===== config.mk =====
export PLATFORM = sky130hd
export DESIGN_NAME = sync_fifo_fwft
export DESIGN_NICKNAME = d
export VERILOG_FILES = /design/src/rtl/sync_fifo_pkg.sv /design/src/rtl/sync_fifo_ram.sv /design/src/rtl/sync_fifo_fwft.sv
export SDC_FILE = /design/constraint.sdc
export NUM_CORES = 2
export LEC_CHECK = 0
export ABC_AREA = 1
export BUFFER_PORTS_ARGS = -buffer_cell sky130_fd_sc_hd__buf_2
export CORE_MARGIN = 1
export CORE_UTILIZATION = 30
export DETAILED_ROUTE_END_ITERATION = 8
export MAX_ROUTING_LAYER = met4
export PLACE_DENSITY = 0.51
export SLEW_MARGIN = 20
export SYNTH_ARGS = -nofsm -noshare
export SYNTH_HDL_FRONTEND = slang
export SYNTH_SLANG_ARGS = --single-unit

===== constraint.sdc =====
create_clock -name clk -period 5.4 [get_ports clk]
set_input_delay 0.27 -clock clk [delete_from_list [all_inputs] [get_ports clk]]
set_output_delay 0.27 -clock clk [all_outputs]
set_load 0.01 [all_outputs]

===== src/rtl/sync_fifo_pkg.sv =====
// Shared sizing helpers and types for the single-clock show-ahead FIFO.
// Capacity is the RAM depth plus the output register.
package sync_fifo_pkg;

  localparam int unsigned DEF_DATA_SIZE = 8;
  localparam int unsigned DEF_PTR_SIZE  = 8;
  localparam int unsigned DEF_FILL_W    = DEF_PTR_SIZE + 1;

  function automatic int unsigned fifo_cap(input int unsigned ptr_size);
    return (32'd1 << ptr_size) + 32'd1;
  endfunction

  function automatic int unsigned fill_width(input int unsigned ptr_size);
    return ptr_size + 32'd1;
  endfunction

  typedef struct packed {
    logic full;
    logic almost_full;
    logic almost_empty;
  } fifo_flags_t;

endpackage


===== src/rtl/sync_fifo_ram.sv =====
// Simple dual-port RAM: one write port, one read port with a registered
// read data output. The array is intentionally not reset.
module sync_fifo_ram #(
  parameter int unsigned data_w = 8,
  parameter int unsigned addr_w = 8
) (
  input  logic              clk,
  input  logic              we,
  input  logic [addr_w-1:0] waddr,
  input  logic [data_w-1:0] wdata,
  input  logic              re,
  input  logic [addr_w-1:0] raddr,
  output logic [data_w-1:0] rdata
);

  logic [data_w-1:0] mem_q [0:(1<<addr_w)-1];
  logic [data_w-1:0] rdata_q;

  always_ff @(posedge clk) begin
    if (we) mem_q[waddr] <= wdata;
    if (re) rdata_q <= mem_q[raddr];
  end

  assign rdata = rdata_q;

endmodule


===== src/rtl/sync_fifo_fwft.sv =====
// Single-clock first-word-fall-through FIFO: RAM, one prefetch stage and an
// output register, with exact fill level, almost flags and sticky errors.
module sync_fifo_fwft
  import sync_fifo_pkg::*;
#(
  parameter int unsigned fifo_data_size     = DEF_DATA_SIZE,
  parameter int unsigned fifo_ptr_size      = DEF_PTR_SIZE,
  parameter int unsigned almost_full_margin = 4,
  parameter int unsigned almost_empty_level = 2
) (
  input  logic                      clk,
  input  logic                      reset,
  input  logic                      flush,
  input  logic                      wr_valid,
  input  logic [fifo_data_size-1:0] wr_data,
  input  logic                      rd_valid,
  output logic [fifo_data_size-1:0] rd_data,
  output logic                      fifo_full,
  output logic                      fifo_empty,
  output logic                      fifo_almost_full,
  output logic                      fifo_almost_empty,
  output logic [fifo_ptr_size:0]    fill_level,
  output logic                      overflow,
  output logic                      underflow
);

  localparam int unsigned FILL_W = fill_width(fifo_ptr_size);
  localparam logic [FILL_W-1:0] CAP       = FILL_W'(fifo_cap(fifo_ptr_size));
  localparam logic [FILL_W-1:0] AF_MARGIN = FILL_W'(almost_full_margin);
  localparam logic [FILL_W-1:0] AE_LEVEL  = FILL_W'(almost_empty_level);
  localparam logic [FILL_W-1:0] FILL_ONE  = FILL_W'(1);
  localparam logic [fifo_ptr_size-1:0] PTR_ONE = fifo_ptr_size'(1);

  logic [fifo_ptr_size-1:0]  wr_ptr_q, wr_ptr_d, rd_ptr_q, rd_ptr_d;
  logic [FILL_W-1:0]         fill_q, fill_d;
  logic                      pf_vld_q, pf_vld_d, out_vld_q, out_vld_d;
  logic [fifo_data_size-1:0] data_q, data_d, ram_rdata;
  fifo_flags_t               flags_q, flags_d;
  logic                      ovf_q, ovf_d, udf_q, udf_d;
  logic                      wr_acc, pop, pf_move, ram_ne, rd_issue;
  logic                      ram_we, ram_re;

  sync_fifo_ram #(
    .data_w (fifo_data_size),
    .addr_w (fifo_ptr_size)
  ) u_ram (
    .clk   (clk),
    .we    (ram_we),
    .waddr (wr_ptr_q),
    .wdata (wr_data),
    .re    (ram_re),
    .raddr (rd_ptr_q),
    .rdata (ram_rdata)
  );

  // Words still sitting in RAM = fill minus the prefetch and output stages.
  assign ram_ne = fill_q > (FILL_W'(pf_vld_q) + FILL_W'(out_vld_q));

  always_comb begin
    wr_acc   = wr_valid && !flags_q.full;
    pop      = rd_valid && out_vld_q;
    pf_move  = pf_vld_q && (!out_vld_q || pop);
    // The prefetch stage may refill in the same cycle it hands its word on.
    rd_issue = ram_ne && (!pf_vld_q || pf_move);

    wr_ptr_d  = wr_ptr_q;
    rd_ptr_d  = rd_ptr_q;
    fill_d    = fill_q;
    pf_vld_d  = pf_vld_q;
    out_vld_d = out_vld_q;
    data_d    = data_q;
    ovf_d     = ovf_q;
    udf_d     = udf_q;
    ram_we    = 1'b0;
    ram_re    = 1'b0;

    if (flush) begin
      wr_ptr_d  = '0;
      rd_ptr_d  = '0;
      fill_d    = '0;
      pf_vld_d  = 1'b0;
      out_vld_d = 1'b0;
      data_d    = '0;
      ovf_d     = 1'b0;
      udf_d     = 1'b0;
    end else begin
      ram_we = wr_acc;
      ram_re = rd_issue;
      if (wr_acc)   wr_ptr_d = wr_ptr_q + PTR_ONE;
      if (rd_issue) rd_ptr_d = rd_ptr_q + PTR_ONE;
      if (wr_acc && !pop) fill_d = fill_q + FILL_ONE;
      if (!wr_acc && pop) fill_d = fill_q - FILL_ONE;
      if (pf_move) begin
        out_vld_d = 1'b1;
        data_d    = ram_rdata;
      end else if (pop) begin
        out_vld_d = 1'b0;
      end
      if (rd_issue)     pf_vld_d = 1'b1;
      else if (pf_move) pf_vld_d = 1'b0;
      ovf_d = ovf_q || (wr_valid && flags_q.full);
      udf_d = udf_q || (rd_valid && !out_vld_q);
    end

    flags_d.full         = (fill_d == CAP);
    flags_d.almost_full  = ((CAP - fill_d) <= AF_MARGIN);
    flags_d.almost_empty = (fill_d <= AE_LEVEL);
  end

  always_ff @(posedge clk or posedge reset) begin
    if (reset) begin
      wr_ptr_q  <= '0;
      rd_ptr_q  <= '0;
      fill_q    <= '0;
      pf_vld_q  <= 1'b0;
      out_vld_q <= 1'b0;
      data_q    <= '0;
      ovf_q     <= 1'b0;
      udf_q     <= 1'b0;
      flags_q   <= '{full: 1'b0, almost_full: 1'b0, almost_empty: 1'b1};
    end else begin
      wr_ptr_q  <= wr_ptr_d;
      rd_ptr_q  <= rd_ptr_d;
      fill_q    <= fill_d;
      pf_vld_q  <= pf_vld_d;
      out_vld_q <= out_vld_d;
      data_q    <= data_d;
      ovf_q     <= ovf_d;
      udf_q     <= udf_d;
      flags_q   <= flags_d;
    end
  end

  assign rd_data           = data_q;
  assign fifo_empty        = !out_vld_q;
  assign fifo_full         = flags_q.full;
  assign fifo_almost_full  = flags_q.almost_full;
  assign fifo_almost_empty = flags_q.almost_empty;
  assign fill_level        = fill_q;
  assign overflow          = ovf_q;
  assign underflow         = udf_q;

endmodule


**After elaboration in Yosys (flattened, before gate mapping)**

Memories as Yosys holds them, arrays and structs flattened. A register that Yosys moved wholly into a read port is not among the register bits.
Index checks and enable logic that the tools add are counted.

- Equal/unequal tests: 1
- Reduce and logical (&&, ||, !) cells: 22
- Add/sub/neg operators: 6
- Muxes and demuxes: 21
- Magnitude comparators: 3

Operators by type and width:

| cell | number |
|---|---|
| $mux W8 | 6 |
| $mux W9 | 3 |
| $add A8 B1 Y8 const B | 2 |
| $mux W1 | 12 |
| $add A9 B1 Y9 const B | 1 |
| $eq A9 B9 Y1 const B | 1 |
| $gt A9 B2 Y1 | 1 |
| $le A9 B2 Y1 const B | 1 |
| $le A9 B3 Y1 const B | 1 |
| $sub A9 B1 Y9 const B | 1 |
| $sub A9 B9 Y9 const A | 1 |
| $logic_and A1 B1 Y1 | 8 |
| $reduce_bool A2 Y1 | 3 |
| $reduce_bool A3 Y1 | 2 |
| $logic_not A1 Y1 | 5 |
| $logic_or A1 B1 Y1 | 4 |
| $add A1 B1 Y2 | 1 |

- Bits of input ports: 13
- Output and inout bits: 23
- Word-level logic and storage cells: 65
- Bits in writable memories: 2048
- Flip-flop bits (word level): 40
- Memories kept: 1

Memory list:

| name | words | width | read ports | clocked after Yosys merged registers in | write ports | RTL line | RTL |
|---|---|---|---|---|---|---|---|
| u_ram.mem_q | 256 | 8 | 1 | 1 | 1 | sync_fifo_ram.sv:16 | `logic [data_w-1:0] mem_q [0:(1<<addr_w)-1];` |

**Depth between registers and ports, before layout**

- Word-level depth: 8
- Depth in mapped cells: 16
- Mapped depth without buffers: 16

**By module**

A second synthesis with hierarchy kept.

- Cell total of the unflattened synthesis: 7316
- Area total of the unflattened synthesis: 85859.8 µm²

By module, submodules not included:

| module | times used | area each (µm²) | seq. area each (µm²) | cells each |
|---|---|---|---|---|
| sync_fifo_ram | 1 | 83476.3 | 61739.2 | 7003 |
| sync_fifo_fwft | 1 | 2383.5 | 1002.2 | 313 |

**Worst setup path before layout**

No wires, ideal clock.

- Kind: flip-flop to flip-flop
- Start: reg flags_q, in the netlist fifo_full
- End: mem u_ram.mem_q[184][0] (enable)
- Period minus slack after synthesis: 2.369 ns
- Buffers on the path: 1
- Setup slack: 3.031 ns
- Cell stages (with the launch flop): 7
- Setup time: 0.395 ns
- Arrival time: 1.974 ns
- Data required time: 5.005 ns
- Path through: dfrtp_1 > inv_1 > nand2_2 > nor2_2 > buf_2 > nand2_1 > nor4_1

- Longest elaborated chain between the ends: 5

Ends and longest elaborated chain:

| item | RTL line | RTL |
|---|---|---|
| start: declaration | sync_fifo_fwft.sv:38 | `fifo_flags_t flags_q, flags_d;` |
| start signal: assignment | sync_fifo_fwft.sv:120 | `flags_q <= '{full: 1'b0, almost_full: 1'b0, almost_empty: 1'b1};` |
| start signal: assignment | sync_fifo_fwft.sv:130 | `flags_q <= flags_d;` |
| $logic_not A1 Y1 | sync_fifo_fwft.sv:60 | `wr_acc = wr_valid && !flags_q.full;` |
| $logic_and A1 B1 Y1 | sync_fifo_fwft.sv:60 |  |
| $mux W1 | sync_fifo_fwft.sv:77 | `if (flush) begin` |
| $mux W1 | sync_fifo_ram.sv:20 | `if (we) mem_q[waddr] <= wdata;` |
| $mux W1 (implied by the code) | sync_fifo_ram.sv:20 |  |
| end: declaration | sync_fifo_ram.sv:16 |  |

No other way between the ends.

**Worst setup path in the final report**

- Start: reg flags_q, in the netlist fifo_full
- End: mem u_ram.mem_q[21][3] (enable)

Same word-level chain as after synthesis.

==> results.txt <==
The run finished with clean final reports. The all-layer global routing usage came out at 0.1763. The number of buffer and inverter stages on the critical path is 2. The portion of the post-synthesis area used by sequential elements is 0.7012. The initial antenna violation count is 9. The distinct cell type count of the synthesized netlist came out at 37. Input and output buffers added on the ports amount to 35. The layout-stage area growth over the synthesis result came out at 12.59%. The core region is 296800 um^2. The critical path goes through inv_1 > nand2_2 > nor2_2 > nand4_1 > buf_4 > nor2_1. The floorplan die width is 548.1 um. The nature of the critical path endpoint is a flop. The count of nets left with antenna violations once routing finished came out at 0. TritonCTS built the clock tree. The warning count from the yosys run is 0. The depth of the worst register-to-register path is 6.

The number of synthesized flops with an enable pin is 2056. The number of vias in the routed layout is 58370. After synthesis the cells add up to 89480 um^2. The number of synthesized register bits is 2096. The actual transition at the worst max-transition pin came out at 1.128 ns. The top cell type's share of synthesized area is 0.6900. Headroom to the max-slew limit came out at 0.2477.

Adding up every negative setup slack in the final design gives 0 ns. The detail-routed via count per cell is 4.858. The I/O pin count is 36.

Setup violations remaining at the end of the flow were counted as 0. In this design, the largest share of critical-path delay is due to simple AND/OR/NAND/NOR gates. The post-synthesis async set-or-reset flop share is 0.01908. The stage delay of the slowest cell on the critical path is 1.00 ns. The later-pin clock latency in the skew report is 0.87 ns.

For this run, design rule violations remaining after detail routing come to 0. The number of hold violations in the final report came out at 0. The clock transition at the register clock pins on the worst setup and hold paths after CTS came out at 0.06 ns. The average wire per standard cell came out at 21.74 um. The synthesized instance count came out at 7983.

The number of search-and-repair iterations in the first detailed-routing pass is 6. The final period utilization came out at 0.7603. The critical path required time came out at 5.89 ns.

On the final layout, the worst clock skew is 0.03467 ns. The maximum VDD drop is 465.0 uV. The dominant cell type by area after synthesis is sky130_fd_sc_hd__edfxtp_1.

The worst path arrival time came out at 4.60 ns. A synthesized cell averages 11.21 um^2. Post-CTS repair changed the size of 0 cells.

Tracing the worst setup path back leads to its startpoint at fifo_full$_DFF_PP0_. The buffer depth of the longest clock path is 3. Hold repair after CTS inserted 14 buffers. In this run, CTS created clock tree buffers numbering 221. The wire length of the first global-routing pass came out at 386500 um.

The fraction of met2 tracks used by global routing came out at 0.2779. The critical path capture point is u_ram.mem_q[21][3]$_DFFE_PP_. In this run the critical register-to-register path is launched from fifo_full$_DFF_PP0_. The starting density of the core is 0.3015. The met1 usage is 0.2374. The count of pins over their slew limit is 0.

The sum of overflow across all layers after global routing came out at 0. The smallest hold slack is 0.08732 ns. The leakage component of the power is 36.84 nW. Detailed placement finished with a half-perimeter wire length of 147400 um. For this run, the leading register cell type out of synthesis is sky130_fd_sc_hd__edfxtp_1. The DRC marker count from the first detailed-route iteration came out at 5605. In this run the number of cells on the critical path is 6. The post-detailed-routing wire length is 261200 um.

The cell sitting at the root of the clock tree is a sky130_fd_sc_hd__clkbuf_16. The post-layout minimum cycle time is 4.106 ns. The type of the most critical hold path is in2async. Setup slack on the worst reg-to-reg path comes out at 1.29 ns.

Derived from the worst setup path, the maximum achievable clock frequency is 243.6 MHz. In this run the critical register-to-register path is captured at u_ram.mem_q[21][3]$_DFFE_PP_. Entering global routing, the biggest net connects 193 pins. The standard cell with the maximum stage delay on the critical path is sky130_fd_sc_hd__nand4_1. The site row count came out at 200. The met3 layer usage reported by global route came out at 0.02049. The worst setup path is launched from a flop. The via count of the first global-routing pass came out at 57280. At the end of routability-driven placement, the weighted congestion stood at 0.8584. In this run the most used layer during global routing was met2. The fraction of layout instances using a drive strength above 1 came out at 0.08718.

Setup repair after global routing left no endpoint under its margin. Buffers added to address setup during post-CTS repair amount to 0. By area the synthesized netlist is led by sky130_fd_sc_hd__edfxtp_1 (69%), sky130_fd_sc_hd__nand3_1 (7.8%), sky130_fd_sc_hd__nand2_1 (6.6%), sky130_fd_sc_hd__inv_1 (3.6%), sky130_fd_sc_hd__nor2_1 (3.5%). The H-tree generated during clock tree synthesis spans 4 levels.

The cell area after layout came out at 100700 um^2. The post-place instance area is 93560 um^2. The clock net sink count came out at 2096. The critical path in this run is classified as reg2reg. The count of max-cap constraint violations is 0.

After the last flow step, the layout net total stands at 7905. The number of nets in the synthesized netlist came out at 8009. The ratio of total power to cell area is 433.3 nW/um^2. The die extent in y came out at 548.1 um.

The biggest fanout along the worst timing path came out at 18. The die area came out at 300500 um^2.
[kinds of logic after synthesis]
kind of cell | Yosys count | synth area share
adders and majority gates | 13 | 0.001818
buffers and inverters | 1344 | 0.06362
DFF | 2096 | 0.7012
xor gates and xnor gates | 3 | 0.0002937
AOI/OAI and AO/OA | 550 | 0.04210
and+or+nand+nor | 3977 | 0.1910
[worst min path at each step]
stage / startpoint / to / slack [ns] / cells after the start
after floorplan: wr_data[0] / u_ram.mem_q[0][0]$_DFFE_PP_ / 0.37 / 0
after global placement: reset / fill_level[7]$_DFF_PP0_ / 0.44 / 3
after detailed placement: reset / fill_level[7]$_DFF_PP0_ / 0.45 / 3
after CTS: reset / fill_level[4]$_DFF_PP0_ / 0.06 / 4
after global routing: reset / fill_level[5]$_DFF_PP0_ / 0.13 / 4
final: reset / fill_level[7]$_DFF_PP0_ / 0.09 / 4
[per-stage QoR]
stage	setup slack (ns)	utilization	power, mW	std cells
6_report	1.294	0.3395	43.65	12020
5_1_grt	1.134	0.3395	45.54	12020
4_1_cts	1.339	0.3394	44.02	12010
3_5_place_dp	1.355	0.3153	29.17	11580
3_3_place_gp	1.386	0.3152	29.14	11580
2_1_floorplan	3.031	-	25.47	7983
[layout make-up]
type / instances / area (um^2)
clock buffer: 284 / 5933
timing repair buffer: 163 / 1697
tap: 3939 / 4928
clock inverter: 135 / 1099
fill: 29610 / 196000
multi-input combinational: 4543 / 21090
inverter: 854 / 3231
antenna: 2 / 5.005
sequential: 2096 / 62760
[cells in the mapped netlist, types with 3 or more instances]
library cell and count:
sky130_fd_sc_hd__edfxtp_1 2056, sky130_fd_sc_hd__nand2_1 1585, sky130_fd_sc_hd__nand3_1 1391, sky130_fd_sc_hd__inv_1 848, sky130_fd_sc_hd__nor2_1 834, sky130_fd_sc_hd__o21ai_0 293, sky130_fd_sc_hd__clkbuf_1 199, sky130_fd_sc_hd__o211ai_1 160
sky130_fd_sc_hd__buf_2 156, sky130_fd_sc_hd__or2_2 130, sky130_fd_sc_hd__o211ai_2 80, sky130_fd_sc_hd__buf_1 60, sky130_fd_sc_hd__dfrtp_1 39, sky130_fd_sc_hd__buf_4 36, sky130_fd_sc_hd__buf_6 35, sky130_fd_sc_hd__nand4_1 18
sky130_fd_sc_hd__ha_1 13, sky130_fd_sc_hd__a21oi_1 12, sky130_fd_sc_hd__nor3_1 7, sky130_fd_sc_hd__clkinv_1 4, sky130_fd_sc_hd__or2_1 4, sky130_fd_sc_hd__xor2_1 3
[worst register-to-register path, stage by stage (launching register included)]
cell and delay, ns:
sky130_fd_sc_hd__dfrtp_1 0.41, sky130_fd_sc_hd__inv_1 0.08, sky130_fd_sc_hd__nand2_2 0.16, sky130_fd_sc_hd__nor2_2 0.61, sky130_fd_sc_hd__nand4_1 1.00, sky130_fd_sc_hd__buf_4 0.66, sky130_fd_sc_hd__nor2_1 0.82
[sequential cells by signal, indices dropped and copies added (netlist names), 8 cells and up]
register     flops
u_ram.mem_q   2048
fill_level       9
rd_data          8
rd_ptr_q         8
u_ram.rdata      8
wr_ptr_q         8
[power by group]
part           leakage, nW  switching [mW]  internal, mW
registers             19.0           0.221          18.0
logic                 14.4            7.57          3.02
clock network         3.46            6.47          8.41
total                 36.8            14.3          29.4
[cell usage in the layout, fill, tap and decap left out, drive strengths merged, types with 14 or more instances in the layout]
cell type / n
buf: 149
bufinv: 14
clkbuf: 284
clkinv: 113
dfrtp: 39
dlygate4sd3: 14
edfxtp: 2056
inv: 857
nand2: 1586
nand3: 1391
nand4: 18
nor2: 835
o211ai: 240
o21ai: 294
or2: 136
[metal layers]
metal	share of wire	wire [um]
met3	0.058	15060
met2	0.47	122200
met4	0.030	7813
met5	0	0
met1	0.44	116100
Power figures use the tool's default switching activity.
